===== config.mk =====
export PLATFORM = sky130hd
export DESIGN_NAME = fc_ctrl
export DESIGN_NICKNAME = d
export VERILOG_FILES = /design/src/rtl/fc_ctrl_pkg.sv /design/src/rtl/fc_sat_cnt.sv /design/src/rtl/fc_ctrl.sv
export SDC_FILE = /design/constraint.sdc
export NUM_CORES = 1
export LEC_CHECK = 0
export ABC_CLOCK_PERIOD_IN_PS = 9200
export BUFFER_PORTS_ARGS = -buffer_cell sky130_fd_sc_hd__buf_2
export CAP_MARGIN = 20
export CORE_ASPECT_RATIO = 0.7
export CORE_MARGIN = 2
export CORE_UTILIZATION = 57
export DETAILED_ROUTE_END_ITERATION = 6
export PLACE_DENSITY = 0.83
export SLEW_MARGIN = 25
export SYNTH_ARGS = -nofsm -noshare
export SYNTH_HDL_FRONTEND = slang
export SYNTH_HIERARCHICAL = 1
export SYNTH_SLANG_ARGS = --single-unit

===== constraint.sdc =====
create_clock -name clk -period 9.2 [get_ports clk]
set_input_delay 1.38 -clock clk [delete_from_list [all_inputs] [get_ports clk]]
set_output_delay 1.38 -clock clk [all_outputs]
set_load 0.02 [all_outputs]

===== src/rtl/fc_ctrl_pkg.sv =====
// Shared types for the pipeline flow controller: FSM state encoding and the
// bundle of per-cycle control strobes that the controller drives.
package fc_ctrl_pkg;

    typedef enum logic [1:0] {
        FC_RUN    = 2'd0,
        FC_IWAIT  = 2'd1,
        FC_SQUASH = 2'd2,
        FC_DSTALL = 2'd3
    } fc_state_e;

    // Control strobes produced each cycle, before reset gating.
    typedef struct packed {
        logic valid;
        logic flush_id;
        logic flush_ex;
        logic bk_if;
        logic bk_id;
        logic bk_ex;
        logic bk_mem;
        logic redirect;
    } fc_ctl_t;

    // Freeze every stage on top of whatever else is being driven.
    function automatic fc_ctl_t fc_freeze(input fc_ctl_t c);
        fc_ctl_t r;
        r        = c;
        r.bk_if  = 1'b1;
        r.bk_id  = 1'b1;
        r.bk_ex  = 1'b1;
        r.bk_mem = 1'b1;
        return r;
    endfunction

endpackage


===== src/rtl/fc_sat_cnt.sv =====
// Width-parameterized up-counter that sticks at all-ones instead of wrapping.
module fc_sat_cnt #(
    parameter int W = 32
) (
    input  logic         clk,
    input  logic         rst,
    input  logic         en_i,
    output logic [W-1:0] cnt_o
);

    logic [W-1:0] cnt_q;
    logic [W-1:0] cnt_d;

    // Next count: hold unless enabled and not yet saturated.
    always_comb begin
        // NOTE: default assignment first so every path drives cnt_d and no latch is inferred.
        cnt_d = cnt_q;
        if (en_i && (cnt_q != {W{1'b1}})) begin
            cnt_d = cnt_q + W'(1);
        end
    end

    // Count register with synchronous clear.
    always_ff @(posedge clk) begin
        // NOTE: non-blocking assignments in clocked blocks so all registers update together at the edge.
        if (rst) begin
            cnt_q <= '0;
        end else begin
            cnt_q <= cnt_d;
        end
    end

    assign cnt_o = cnt_q;

endmodule


===== src/rtl/fc_ctrl.sv =====
// Pipeline flow controller around the ID stage: arbitrates Dcache stall,
// redirects (EX branch over ID jump), load-use and Icache latency; drives the
// stage keep/flush strobes, the Icache valid qualifier and the PC redirect.
module fc_ctrl
    import fc_ctrl_pkg::*;
#(
    parameter int CNT_W = 32,
    parameter int PC_W  = 32
) (
    input  logic             clk,
    input  logic             rst,
    input  logic             Icache_ready_i,
    input  logic             Dcache_stall_i,
    input  logic             dhnf_load_use_i,
    input  logic             id_jump_flag_i,
    input  logic [PC_W-1:0]  id_jump_pc_i,
    input  logic             ex_btype_taken_i,
    input  logic [PC_W-1:0]  ex_btype_jump_pc_i,
    output logic             fc_Icache_data_valid_o,
    output logic             fc_flush_id_o,
    output logic             fc_flush_ex_o,
    output logic             fc_bk_if_o,
    output logic             fc_bk_id_o,
    output logic             fc_bk_ex_o,
    output logic             fc_bk_mem_o,
    output logic             fc_redirect_o,
    output logic [PC_W-1:0]  fc_redirect_pc_o,
    output logic [1:0]       fc_state_o,
    output logic [CNT_W-1:0] fc_stall_cnt_o,
    output logic [CNT_W-1:0] fc_flush_cnt_o
);

    fc_state_e        state_q, state_d;
    logic [PC_W-1:0]  pending_pc_q, pending_pc_d;
    logic             ic_done_q, ic_done_d;

    fc_ctl_t          ctl;
    logic [PC_W-1:0]  redirect_pc;

    logic             redir_req;
    logic [PC_W-1:0]  redir_tgt;
    logic             fetch_back;
    logic [CNT_W-1:0] stall_cnt;
    logic [CNT_W-1:0] flush_cnt;

    // A branch resolved in EX is older than a jump in ID, so it wins.
    assign redir_req  = ex_btype_taken_i | id_jump_flag_i;
    assign redir_tgt  = ex_btype_taken_i ? ex_btype_jump_pc_i : id_jump_pc_i;
    // In IWAIT a redirect or Dcache stall is treated as if the fetch had not returned.
    assign fetch_back = (state_q == FC_RUN) && Icache_ready_i;

    // Next-state and control strobes, in priority Dcache > redirect > load-use > Icache.
    always_comb begin
        state_d      = state_q;
        pending_pc_d = pending_pc_q;
        ic_done_d    = ic_done_q;
        ctl          = '0;
        redirect_pc  = '0;

        unique case (state_q)
            FC_RUN, FC_IWAIT: begin
                if (Dcache_stall_i) begin
                    // Freeze everything; remember whether the fetch already came back.
                    ctl       = fc_freeze(ctl);
                    ctl.valid = fetch_back;
                    ic_done_d = fetch_back;
                    state_d   = FC_DSTALL;
                end else if (redir_req) begin
                    ctl.flush_id = 1'b1;
                    ctl.flush_ex = ex_btype_taken_i;
                    if (fetch_back) begin
                        ctl.redirect = 1'b1;
                        redirect_pc  = redir_tgt;
                    end else begin
                        // Fetch still outstanding: park the target until it returns.
                        ctl.bk_if    = 1'b1;
                        pending_pc_d = redir_tgt;
                        state_d      = FC_SQUASH;
                    end
                end else if (dhnf_load_use_i) begin
                    ctl.bk_if    = 1'b1;
                    ctl.bk_id    = 1'b1;
                    ctl.flush_ex = 1'b1;
                end else begin
                    ctl.valid = Icache_ready_i;
                    ctl.bk_if = ~Icache_ready_i;
                    state_d   = Icache_ready_i ? FC_RUN : FC_IWAIT;
                end
            end

            FC_SQUASH: begin
                // Keep ID empty until the stale fetch drains; new requests are ignored.
                ctl.bk_if    = 1'b1;
                ctl.flush_id = 1'b1;
                if (Dcache_stall_i) begin
                    ctl = fc_freeze(ctl);
                end else if (Icache_ready_i) begin
                    ctl.redirect = 1'b1;
                    redirect_pc  = pending_pc_q;
                    state_d      = FC_RUN;
                end
            end

            FC_DSTALL: begin
                // ID buffers any instruction arriving while the pipeline is frozen.
                ctl       = fc_freeze(ctl);
                ctl.valid = Icache_ready_i;
                if (Dcache_stall_i) begin
                    ic_done_d = ic_done_q | Icache_ready_i;
                end else begin
                    // A return on the release cycle is captured too, so it counts as done.
                    state_d   = (ic_done_q | Icache_ready_i) ? FC_RUN : FC_IWAIT;
                    ic_done_d = 1'b0;
                end
            end

            default: begin
                state_d = FC_RUN;
            end
        endcase
    end

    // State, pending redirect target and buffered-fetch flag.
    always_ff @(posedge clk) begin
        if (rst) begin
            state_q      <= FC_RUN;
            pending_pc_q <= '0;
            ic_done_q    <= 1'b0;
        end else begin
            state_q      <= state_d;
            pending_pc_q <= pending_pc_d;
            ic_done_q    <= ic_done_d;
        end
    end

    // All outputs read as zero while reset is asserted.
    assign fc_Icache_data_valid_o = ~rst & ctl.valid;
    assign fc_flush_id_o          = ~rst & ctl.flush_id;
    assign fc_flush_ex_o          = ~rst & ctl.flush_ex;
    assign fc_bk_if_o             = ~rst & ctl.bk_if;
    assign fc_bk_id_o             = ~rst & ctl.bk_id;
    assign fc_bk_ex_o             = ~rst & ctl.bk_ex;
    assign fc_bk_mem_o            = ~rst & ctl.bk_mem;
    assign fc_redirect_o          = ~rst & ctl.redirect;
    assign fc_redirect_pc_o       = rst ? '0 : redirect_pc;
    assign fc_state_o             = rst ? 2'd0 : state_q;
    assign fc_stall_cnt_o         = rst ? '0 : stall_cnt;
    assign fc_flush_cnt_o         = rst ? '0 : flush_cnt;

    fc_sat_cnt #(.W(CNT_W)) u_stall_cnt (
        .clk   (clk),
        .rst   (rst),
        .en_i  (fc_bk_if_o),
        .cnt_o (stall_cnt)
    );

    fc_sat_cnt #(.W(CNT_W)) u_flush_cnt (
        .clk   (clk),
        .rst   (rst),
        .en_i  (fc_redirect_o),
        .cnt_o (flush_cnt)
    );

endmodule


==> qor.yml <==
busiest_layer: "met2"
worst-slew-pin-transition_ns: 0.949
grt_use_met3_pct: 4.39
grt-ovfl-total: 0
grt_max_degree: 83
fin_crit_ns: 4.89
synth_edf_count: 0
postLayoutCoreUtil_pct: 68.6
power.switching_uw: 232
syn-num-nets: 799
track_usage_pct: 23.2
std_cell_rows: 32
path_clk_slew_ns: 0.06
rsz0062_at_grt: "no"
hp-class: "reg -> reg"
synth_flop_cell: "dfxtp_1"
io_buffers: 176
wl_um: 14600
path_max_fanout: 36
root_buffer: "clkbuf_16"
grt_use_met2_pct: 35.2
cts-htree-levels: 3
hold_buffers: 0
instances_no_fill: 1025
cts_sinks: 99
ys_seq_area_share_pct: 31.2
path_class: "in -> out"
status: "finished clean"
ios: 177
drv_slew: 0
swShare_pct: 24.8
place_congestion: 0.798
fin_crit_sh_pct: 53.2
synth_top_cells_by_area: "dfxtp_1 (31%), nor2b_1 (10%), o2bb2ai_2 (7.1%)"
drtIter0Drc: 271
wl_per_cell_um: 14.2
cts_buffers: 9
vias: 5874
cts_setup_buffers: 0
p_clk_share_pct: 40.3
syn-cell-area_um2: 6350
diodes: 0
max_freq_ghz: 0.204
ant_nets: 0
maxCapViolCount: 0
area_growth_pct: 18.1
ir_drop_mv: 0.103
postSynth.asyncResetShare_pct: 0
finalSetupTns_ns: 0
combPwrFrac_pct: 11.7
cts_resized: 0
drc_errors: 0
start_util_pct: 58.1
synth-seq-cells: 99
whs_ns: 0.497
die_area_um2: 12000
critPathLaunchType: "input pin"
cp.required_ns: 7.82
grt_util_met1_pct: 33.3
fillers: 931
clk_latency_ns: 0.34
dp_hpwl_um: 10300
die_w_um: 130
grt_pass1_wl_um: 23200
design.core.area_um2: 10900
grt_pass1_vias: 4989
vias_per_cell: 5.73
clockBufferDepth: 2
skew_ns: 0.00896
endpoint_kind: "output port"
placedCellCount: 1009
seq_power_share_pct: 48.0
slew_headroom_pct: 36.8
die_h_um: 92.3
synth_top_area_share_pct: 31.2
critPathArrivalTime_ns: 3.51
post_route_cells_drive_above_1_share_pct: 31.8
antenna_found_initial: 0
setup_viol_count_final: 0
syn_avg_cell_area_um2: 8.74
final-hold-violation-count: 0
yosysTopAreaCell: "dfxtp_1"
synth.distinct_cells: 61
ys_warn_count: 6
cts_tree: "done"
drt_first_pass_iters: 5
cellInternalPower_uw: 702
total_leakage_power_nw: 3.10
netlist_instances: 726
nets: 940
p_per_area_nw_per_um2: 125
## final cells by class
cell class	instances	area (um^2)	area share (%)
Tap cell	153	191	2.55
Inverter	8	30.0	0.401
Multi-Input combinational cell	566	4060	54.1
Timing Repair Buffer	183	940	12.5
Clock inverter	4	50.0	0.668
Clock buffer	12	246	3.29
Sequential cell	99	1980	26.4
## cell usage after synthesis (8+ instances only)
cell and number:
a21oi_1 46, and3_1 8, buf_2 15, clkbuf_1 26
dfxtp_1 99, inv_1 8, mux2_2 32, mux2i_1 35
nand2_1 20, nand3_1 29, nand4_1 16, nor2_1 67
nor2b_1 104, nor4_1 10, o21ai_0 22, o2bb2ai_2 30
o31ai_1 15, or3_1 30, or4_1 15, xor2_1 8
## cells in the final DEF (no fill, tap or decap), types with 6 or more instances in the layout
master	netlist	final
inv_1	8	8
clkbuf_16	0	9
nand2_1	20	20
or3_1	30	29
nor2_1	67	67
o2bb2ai_2	30	30
and4_1	7	7
o21ai_0	22	22
nor2b_1	104	104
o31ai_1	15	15
or4_1	15	15
mux2_2	32	32
nand4_1	16	16
xnor2_1	7	7
dfxtp_1	99	99
mux2i_1	35	35
o21ai_1	6	6
and2_1	6	6
buf_4	2	7
a21oi_1	46	46
and3_1	8	8
nor4_1	10	9
buf_2	15	175
nand3_1	29	29
xor2_1	8	8
## power groups by stage
stage / Combinational, mW / Clock [mW] / Sequential [mW]
floorplan: 0.0824 / 0 / 0.454
global placement: 0.107 / 0 / 0.458
detailed placement: 0.109 / 0 / 0.458
CTS: 0.110 / 0.384 / 0.448
global route: 0.120 / 0.403 / 0.449
finish: 0.110 / 0.377 / 0.448
## critical path: stages
cell       delay, ns
buf_2           0.07
buf_4           0.48
nor2_2          0.17
or3_2           0.89
o2bb2ai_1       0.30
buf_2           0.19
## sequential cells by signal, indices dropped and copies added (netlist names)
register	count
state_q	2
u_flush_cnt/cnt_o	32
ic_done_q	1
pending_pc_q	32
u_stall_cnt/cnt_o	32
## kinds of logic (layout without fill, tap and decap cells)
family / after synthesis / in the layout / share of synthesized area [%]
simple gates: 333 / 333 / 30.4
fa+ha+maj: 2 / 2 / 0.394
xor+xnor: 15 / 15 / 2.07
flops: 99 / 99 / 31.2
compound gates: 146 / 146 / 19.0
mux: 70 / 70 / 11.7
buf+inv: 61 / 207 / 5.26
## routing by layer
metal	share of wire [%]	vias to the layer above
met5	0	-
met4	1.8	0
met3	5.0	23
met2	45	174
met1	48	2732
li1	-	2945
## final timing paths
kind,from,end,slack [ns],cells past startpoint
max reg2reg,state_q[1]$_SDFFE_PP0P_,u_flush_cnt/cnt_o[31]$_SDFFE_PP0P_,5.89,8
min reg2reg,u_stall_cnt/cnt_o[31]$_SDFFE_PP0P_,u_stall_cnt/cnt_o[31]$_SDFFE_PP0P_,0.50,2
max,ex_btype_taken_i,fc_redirect_pc_o[31],4.31,6
min,u_stall_cnt/cnt_o[31]$_SDFFE_PP0P_,u_stall_cnt/cnt_o[31]$_SDFFE_PP0P_,0.50,2
## per-stage QoR
| stage | worst slack [ns] | cell area [um^2] | power [mW] |
|---|---|---|---|
| after global routing | 4.20 | 7490 | 0.972 |
| after global placement | 4.39 | 7190 | 0.565 |
| final | 4.31 | 7490 | 0.934 |
| after floorplan | 4.34 | 6350 | 0.536 |
| after detailed placement | 4.30 | 7200 | 0.567 |
| after CTS | 4.29 | 7490 | 0.942 |
No activity file was read; power rests on OpenSTA's default activity.
